==> src/rtl/reg_op_sequencer_if.sv <==
// Bundle of command, register-file and response signals between the
// sequencer (master) and its environment (slave).
interface reg_op_sequencer_if;
  logic       cmd_valid;
  logic       cmd_ready;
  logic [1:0] cmd_op;
  logic [1:0] cmd_rd;
  logic [1:0] cmd_rs;
  logic [7:0] cmd_imm;
  logic [1:0] rf_select;
  logic       rf_enable;
  logic       rf_read_write;
  logic [7:0] rf_wdata;
  logic [7:0] rf_rdata;
  logic       rsp_valid;
  logic [7:0] rsp_data;
  logic       rsp_carry;

  modport master (
    input  cmd_valid, cmd_op, cmd_rd, cmd_rs, cmd_imm, rf_rdata,
    output cmd_ready, rf_select, rf_enable, rf_read_write, rf_wdata,
           rsp_valid, rsp_data, rsp_carry
  );

  modport slave (
    output cmd_valid, cmd_op, cmd_rd, cmd_rs, cmd_imm, rf_rdata,
    input  cmd_ready, rf_select, rf_enable, rf_read_write, rf_wdata,
           rsp_valid, rsp_data, rsp_carry
  );
endinterface

==> src/rtl/reg_op_sequencer.sv <==
// Turns LDI/MOV/ADD/RDR commands into single-port register-file cycles
// with a capture cycle after each registered read; one response per command.
module reg_op_sequencer (
  input  logic               clk,
  input  logic               reset,
  reg_op_sequencer_if.master bus
);
  typedef enum logic [2:0] {IDLE, RD_A, CAP_A, RD_B, CAP_B, WR, RESP} state_t;

  localparam logic [1:0] OP_LDI = 2'b00;
  localparam logic [1:0] OP_MOV = 2'b01;
  localparam logic [1:0] OP_ADD = 2'b10;
  localparam logic [1:0] OP_RDR = 2'b11;

  state_t      state_q, state_d;
  logic [1:0]  op_q, op_d, rd_q, rd_d, rs_q, rs_d;
  logic [7:0]  imm_q, imm_d, op_a_q, op_a_d;
  logic [8:0]  sum_q, sum_d;
  logic [1:0]  rf_select_q, rf_select_d;
  logic        rf_enable_q, rf_enable_d;
  logic        rf_read_write_q, rf_read_write_d;
  logic [7:0]  rf_wdata_q, rf_wdata_d;
  logic        rsp_valid_q, rsp_valid_d;
  logic [7:0]  rsp_data_q, rsp_data_d;
  logic        rsp_carry_q, rsp_carry_d;
  logic        accept;

  assign bus.cmd_ready = (state_q == IDLE) & ~reset;
  assign accept        = bus.cmd_valid & bus.cmd_ready;

  always_ff @(posedge clk) begin
    if (reset) begin
      state_q         <= IDLE;
      op_q            <= 2'd0;
      rd_q            <= 2'd0;
      rs_q            <= 2'd0;
      imm_q           <= 8'd0;
      op_a_q          <= 8'd0;
      sum_q           <= 9'd0;
      rf_select_q     <= 2'd0;
      rf_enable_q     <= 1'b0;
      rf_read_write_q <= 1'b1;
      rf_wdata_q      <= 8'd0;
      rsp_valid_q     <= 1'b0;
      rsp_data_q      <= 8'd0;
      rsp_carry_q     <= 1'b0;
    end else begin
      state_q         <= state_d;
      op_q            <= op_d;
      rd_q            <= rd_d;
      rs_q            <= rs_d;
      imm_q           <= imm_d;
      op_a_q          <= op_a_d;
      sum_q           <= sum_d;
      rf_select_q     <= rf_select_d;
      rf_enable_q     <= rf_enable_d;
      rf_read_write_q <= rf_read_write_d;
      rf_wdata_q      <= rf_wdata_d;
      rsp_valid_q     <= rsp_valid_d;
      rsp_data_q      <= rsp_data_d;
      rsp_carry_q     <= rsp_carry_d;
    end
  end

  always_comb begin
    state_d = state_q;
    unique case (state_q)
      IDLE:    if (accept) state_d = (bus.cmd_op == OP_LDI) ? WR : RD_A;
      RD_A:    state_d = CAP_A;
      CAP_A: begin
        if (op_q == OP_ADD)      state_d = RD_B;
        else if (op_q == OP_MOV) state_d = WR;
        else                     state_d = RESP;
      end
      RD_B:    state_d = CAP_B;
      CAP_B:   state_d = WR;
      WR:      state_d = RESP;
      RESP:    state_d = IDLE;
      default: state_d = IDLE;
    endcase
  end

  // Outputs are registered, so they are computed for the state being entered;
  // write data comes straight from rf_rdata in the capture cycle that precedes WR.
  always_comb begin
    op_d            = op_q;
    rd_d            = rd_q;
    rs_d            = rs_q;
    imm_d           = imm_q;
    op_a_d          = op_a_q;
    sum_d           = sum_q;
    rf_select_d     = rf_select_q;
    rf_wdata_d      = rf_wdata_q;
    rsp_data_d      = rsp_data_q;
    rsp_carry_d     = rsp_carry_q;
    rf_enable_d     = (state_d == RD_A) || (state_d == RD_B) || (state_d == WR);
    rf_read_write_d = (state_d != WR);
    rsp_valid_d     = (state_d == RESP);
    case (state_q)
      IDLE: begin
        if (accept) begin
          op_d  = bus.cmd_op;
          rd_d  = bus.cmd_rd;
          rs_d  = bus.cmd_rs;
          imm_d = bus.cmd_imm;
          if (bus.cmd_op == OP_LDI) begin
            rf_select_d = bus.cmd_rd;
            rf_wdata_d  = bus.cmd_imm;
          end else if (bus.cmd_op == OP_RDR) begin
            rf_select_d = bus.cmd_rd;
          end else begin
            rf_select_d = bus.cmd_rs;
          end
        end
      end
      CAP_A: begin
        op_a_d = bus.rf_rdata;
        if (op_q == OP_ADD) begin
          rf_select_d = rd_q;
        end else if (op_q == OP_MOV) begin
          rf_select_d = rd_q;
          rf_wdata_d  = bus.rf_rdata;
        end else begin
          rsp_data_d  = bus.rf_rdata;
          rsp_carry_d = 1'b0;
        end
      end
      CAP_B: begin
        sum_d       = {1'b0, op_a_q} + {1'b0, bus.rf_rdata};
        rf_select_d = rd_q;
        rf_wdata_d  = sum_d[7:0];
      end
      WR: begin
        rsp_data_d  = rf_wdata_q;
        rsp_carry_d = (op_q == OP_ADD) & sum_q[8];
      end
      default: ;
    endcase
  end

  assign bus.rf_select     = rf_select_q;
  assign bus.rf_enable     = rf_enable_q;
  assign bus.rf_read_write = rf_read_write_q;
  assign bus.rf_wdata      = rf_wdata_q;
  assign bus.rsp_valid     = rsp_valid_q;
  assign bus.rsp_data      = rsp_data_q;
  assign bus.rsp_carry     = rsp_carry_q;
endmodule

==> src/flat_wrapper.sv <==
// flat-port wrapper written by rule: the top's interface ports become plain ports
module reg_op_sequencer_flat 
  (clk, reset, bus_cmd_valid, bus_cmd_op, bus_cmd_rd, bus_cmd_rs, bus_cmd_imm, bus_rf_rdata, bus_cmd_ready, bus_rf_select, bus_rf_enable, bus_rf_read_write, bus_rf_wdata, bus_rsp_valid, bus_rsp_data, bus_rsp_carry);
  reg_op_sequencer_if bus_i ();
  input  logic clk;
  input  logic reset;
  input wire logic [$bits(bus_i.cmd_valid)-1:0] bus_cmd_valid;
  input wire logic [$bits(bus_i.cmd_op)-1:0] bus_cmd_op;
  input wire logic [$bits(bus_i.cmd_rd)-1:0] bus_cmd_rd;
  input wire logic [$bits(bus_i.cmd_rs)-1:0] bus_cmd_rs;
  input wire logic [$bits(bus_i.cmd_imm)-1:0] bus_cmd_imm;
  input wire logic [$bits(bus_i.rf_rdata)-1:0] bus_rf_rdata;
  output wire logic [$bits(bus_i.cmd_ready)-1:0] bus_cmd_ready;
  output wire logic [$bits(bus_i.rf_select)-1:0] bus_rf_select;
  output wire logic [$bits(bus_i.rf_enable)-1:0] bus_rf_enable;
  output wire logic [$bits(bus_i.rf_read_write)-1:0] bus_rf_read_write;
  output wire logic [$bits(bus_i.rf_wdata)-1:0] bus_rf_wdata;
  output wire logic [$bits(bus_i.rsp_valid)-1:0] bus_rsp_valid;
  output wire logic [$bits(bus_i.rsp_data)-1:0] bus_rsp_data;
  output wire logic [$bits(bus_i.rsp_carry)-1:0] bus_rsp_carry;
  assign bus_i.cmd_valid = bus_cmd_valid;
  assign bus_i.cmd_op = bus_cmd_op;
  assign bus_i.cmd_rd = bus_cmd_rd;
  assign bus_i.cmd_rs = bus_cmd_rs;
  assign bus_i.cmd_imm = bus_cmd_imm;
  assign bus_i.rf_rdata = bus_rf_rdata;
  assign bus_cmd_ready = bus_i.cmd_ready;
  assign bus_rf_select = bus_i.rf_select;
  assign bus_rf_enable = bus_i.rf_enable;
  assign bus_rf_read_write = bus_i.rf_read_write;
  assign bus_rf_wdata = bus_i.rf_wdata;
  assign bus_rsp_valid = bus_i.rsp_valid;
  assign bus_rsp_data = bus_i.rsp_data;
  assign bus_rsp_carry = bus_i.rsp_carry;
  reg_op_sequencer u_core (.clk(clk), .reset(reset), .bus(bus_i));
endmodule
==> config.mk <==
export PLATFORM = sky130hd
export DESIGN_NAME = reg_op_sequencer_flat
export DESIGN_NICKNAME = d
export VERILOG_FILES = /design/src/rtl/reg_op_sequencer_if.sv /design/src/rtl/reg_op_sequencer.sv /design/src/flat_wrapper.sv
export SDC_FILE = /design/constraint.sdc
export NUM_CORES = 1
export LEC_CHECK = 0
export ABC_CLOCK_PERIOD_IN_PS = 3500
export CORE_MARGIN = 2
export CORE_UTILIZATION = 35
export DETAILED_ROUTE_END_ITERATION = 12
export SLEW_MARGIN = 5
export SYNTH_ARGS = -nofsm -noshare
export SYNTH_HDL_FRONTEND = slang
export SYNTH_SLANG_ARGS = --single-unit
==> constraint.sdc <==
create_clock -name clk -period 3.5 [get_ports clk]
set_input_delay 0.525 -clock clk [delete_from_list [all_inputs] [get_ports clk]]
set_output_delay 0.525 -clock clk [all_outputs]
set_load 0.01 [all_outputs]
# == Word-level counts from Yosys, hierarchy flattened ==
# Cells that the tools add are included.
# word_totals
ff_bits,46
inputBits,25
word_cells,68
# classes
n_addsub,1
n_eq_ne,19
n_mux,22
n_bitwise,4
n_reduce_logical,10
# op_table
op,n
$mux W8,6
$pmux W8 S3,1
$pmux W3 S6,1
$pmux W8 S2,1
$eq A3 B3 Y1 const B,4
$mux W2,6
$add A8 B8 Y9,1
$eq A3 B2 Y1 const B,3
$mux W3,3
$eq A3 B1 Y1 const B,2
$ne A2 B2 Y1 const B,3
$pmux W2 S3,1
$reduce_and A3 Y1,2
$reduce_and A5 Y1,1
$eq A2 B2 Y1 const B,2
$ne A2 B1 Y1 const B,2
$and A1 B1 Y1,3
$logic_not A3 Y1,1
$ne A3 B1 Y1 const B,1
$ne A3 B3 Y1 const B,1
$reduce_bool A3 Y1,1
$eq A2 B1 Y1 const B,1
$logic_not A2 Y1,1
$logic_or A1 B1 Y1,2
other kinds (5),6

# == Logic depth before layout (Yosys ltp) ==
# depth
word_depth,8
depth_mapped,7

# == Worst setup path after synthesis ==
# No wires, ideal clock.
# synth_timing
path_type,in2reg
from,input bus_rf_rdata[0]
to,register u_core.rf_wdata_q[6] (netlist: u_core.bus.rf_wdata[6])
t_arrival_ns,2.021
required_ns,3.364
path_slack_ns,1.342
stages,7
path_buffers,0
cell_sequence,ha_1 > fa_1 > a211oi_1 > o21ai_0 > nor3b_1 > o21ai_0 > a311oi_2
# synth_via
elab_chain_cells,2
# synth_lines
element,line_no,source
"start, declared",flat_wrapper.sv:12,input wire logic [$bits(bus_i.rf_rdata)-1:0] bus_rf_rdata;
$add A8 B8 Y9,reg_op_sequencer.sv:129,"sum_d = {1'b0, op_a_q} + {1'b0, bus.rf_rdata};"
$pmux W8 S3,reg_op_sequencer.sv:99,case (state_q)
"end signal, assigned",reg_op_sequencer.sv:58,rf_wdata_q <= rf_wdata_d;
"end, declared",reg_op_sequencer.sv:22,"logic [7:0] rf_wdata_q, rf_wdata_d;"
# Every way passes these cells.
# A chain may end at the register's enable or synchronous reset.

# == Final worst setup path ==
# Same ends and word-level chain as after synthesis.

==> flow_summary.toml <==
[outcome]
status = "finished clean"

[sta]
worstMarginPinSlew_ps = 869
finalMaxSlewViolations = 0
grt_setup_unrepaired = "no"
max_freq_mhz = 382
relSlewSlack = 0.420
min_period_ps = 2620
timing.final.crit_share = 0.748
finalHoldViolations = 0
fin_tns_setup_ps = 0
clock-skew-final_ps = 8.48
finalSetupViolations = 0

[critical_path]
r2r_end = "u_core.bus.rf_wdata[6]"
cp_max_fo = 4
crit_start = "bus_rf_rdata[0]"
cpLargestDelayFamily = "compound AO/OA/AOI/OAI gates"
critPathLaunchType = "input port"
r2r-start = "u_core.op_a_q[0]"
crit_path_cell_trace = "clkdlybuf4s50_1 > ha_1 > fa_1 > a211oi_1 > o21ai_0 > nor3b_1 > o21ai_0 > a311oi_2"
cp.depth = 8
cp-end-kind = "flop"
crit_buf_inv = 1
slowest_stage = "clkdlybuf4s50_1"
cpMostUsedCell = "o21ai_0"
reg2reg_depth = 7
crit_type = "input port to flop"
worstPathRequired_ps = 3640
cp-endpoint = "u_core.bus.rf_wdata[6]"
regToRegSetupSlack_ps = 1310
cpPeakStageDelay_ps = 480
arrival_ps = 2760

[clocking]
clock_latency_ps = 300
cts.repair.resized = 0
cts_root_buf = "clkbuf_8"
clkTransAtPathRegs_ps = 70
cts_max_level = 2
cts_tree = "done"
cts_buffer_depth = 2
clock-sinks = 38
cts_setup_buffers = 0
cts_hold_buf = 0
cts_made_buffers = 5

[die]
pin_count = 48
dieHeight_um = 85.3
start_util = 0.362
core-area_mm2 = 0.00639
die_area_mm2 = 0.00727
die_w_um = 85.3
rows = 29

[run]
drv_cap = 0

[grt]
met3_usage = 0.0311
overflow = 0
globalRoute.busiestLayer = "met2"
antenna_found_initial = 0
grt_pass1_vias = 1959
globalRouteMet2Util = 0.250
grt.total_usage = 0.165
grt_max_degree = 38
grt_pass1_wl_mm = 9.66
gr-usage-met1 = 0.237

[yosys]
syn-cell-area_mm2 = 0.00231
synth_common_cells = "dfxtp_1, nand2_1, nor2_1"
yosysUniqueCellTypes = 56
ys_ff_latch = 38
yosysWarnings = 0
synth_top_area_share = 0.329
ys.flop_type = "dfxtp_1"
ys_seq_area_frac = 0.329
synthCells = 267
synth.area.top_cells = "dfxtp_1, ha_1, nand2_1, a21oi_1, nor2_1"
syn_area_per_cell_um2 = 8.66
synth_top_area_cell = "dfxtp_1"
synth_fp_nets = 304
async_flop_share = 0
synth_edf_count = 0
synth_most_common_cell = "dfxtp_1"

[placed_design]
portBuffers = 47
globalplace.congestion = 0.944
place_inst = 382
hpwlAfterDp_mm = 4.35

[routing]
drtAntennaViolNets = 0
vias = 2121
wl_mm = 5.88
dr.first_iter.drc_count = 83
first_pass_iters = 4
wl_per_cell_um = 15.1
drc_errors = 0
viasPerCell = 5.44

[power]
p_leak_nw = 1.07
powerDensity_mw_per_mm2 = 468
peakVddDrop_v = 0.000217

[final_layout]
final_nets = 349
area_growth_pct = 27.1
layoutNonFillerInstCount = 390
utilization = 0.460
n_fill_cell = 625
num_antenna_cells = 0
drive_above_1_share = 0.125

[min_path]
hold_class = "flop to flop"
## registers in the layout, summed over array words and instances (netlist names)
name,cells
u_core.bus.rsp_valid,1
u_core.rd_q,2
u_core.bus.rsp_data,8
u_core.state_q,3
u_core.op_q,2
u_core.sum_q,1
u_core.bus.rf_select,2
u_core.op_a_q,8
u_core.bus.rf_wdata,8
u_core.bus.rf_read_write,1
u_core.bus.rf_enable,1
u_core.bus.rsp_carry,1
## worst min-delay path by stage
stage / slack [ps] / startpoint / cells past startpoint / end
after floorplan: 440 / u_core.op_a_q[0] / 2 / u_core.op_a_q[0]
after global placement: 450 / u_core.op_a_q[6] / 2 / u_core.op_a_q[6]
after detailed placement: 450 / u_core.op_a_q[6] / 2 / u_core.op_a_q[6]
after CTS: 460 / u_core.op_a_q[6] / 2 / u_core.op_a_q[6]
after global routing: 480 / u_core.op_a_q[3] / 2 / u_core.op_a_q[3]
final: 460 / u_core.op_a_q[6] / 2 / u_core.op_a_q[6]
## through the flow
step	power, W	cell area, um2	worst slack [ps]	hold slack, ps
floorplan	0.000846	2310	1340	440
global placement	0.00101	2830	672	446
detailed placement	0.00101	2830	619	454
CTS	0.00139	2940	910	465
global route	0.00145	2940	811	482
finish	0.00137	2940	883	462
## cell families (layout without fill, tap and decap cells)
| logic type | count (synthesis) | after routing | share of synthesized area |
|---|---|---|---|
| fa+ha+maj | 12 | 12 | 0.0682 |
| compound gates | 80 | 80 | 0.271 |
| simple gates | 100 | 100 | 0.225 |
| xor+xnor | 3 | 3 | 0.0114 |
| flops | 38 | 38 | 0.329 |
| buf+inv | 27 | 73 | 0.0639 |
| mux | 7 | 7 | 0.0325 |
## cell usage in the layout, fill, tap and decap left out, types with 3 or more instances in the layout
| master | n |
|---|---|
| o221ai_1 | 3 |
| nand3_1 | 8 |
| nor2_2 | 4 |
| a211oi_1 | 4 |
| nand3b_1 | 5 |
| dfxtp_1 | 38 |
| mux2_2 | 4 |
| o22a_1 | 4 |
| nor2b_1 | 6 |
| inv_1 | 10 |
| a21oi_1 | 19 |
| nor3_1 | 4 |
| nand2b_1 | 4 |
| nor3b_1 | 3 |
| a311oi_1 | 9 |
| ha_1 | 11 |
| clkdlybuf4s50_1 | 47 |
| a311oi_2 | 4 |
| o21ai_1 | 4 |
| clkbuf_8 | 5 |
| nand2_1 | 31 |
| o21ai_0 | 7 |
| o21bai_1 | 4 |
| buf_4 | 8 |
| mux2i_1 | 3 |
| nor2_1 | 25 |
## tightest hold or removal path: stages, from the launching register on
cell	delay, ps
dfxtp_1	320
nand2_1	50
a21oi_1	50
## report_power, final
part | internal (W) | switching (W) | total (W) | leakage, nW
sequential | 0.000484 | 0.0000507 | 0.000535 | 0.310
clock | 0.000210 | 0.000164 | 0.000374 | 0.0579
combinational | 0.000227 | 0.000238 | 0.000465 | 0.701
total | 0.000921 | 0.000453 | 0.00137 | 1.07
## cell type report
cell class,instances,area (um2),share of cell area
Clock inverter,3,40.0,0.0136
Clock buffer,5,68.8,0.0234
Multi-Input combinational cell,202,1400,0.478
Tap cell,77,96.3,0.0328
Timing Repair Buffer,55,531,0.181
Inverter,10,37.5,0.0128
Sequential cell,38,761,0.259
## routing by layer
layer | vias up | wire length (um)
met2 | 52 | 2550
met4 | 0 | 70
li1 | 1071 | -
met1 | 992 | 2940
met3 | 6 | 322
met5 | - | 0
Note: power is estimated with default switching activity, not from simulation.
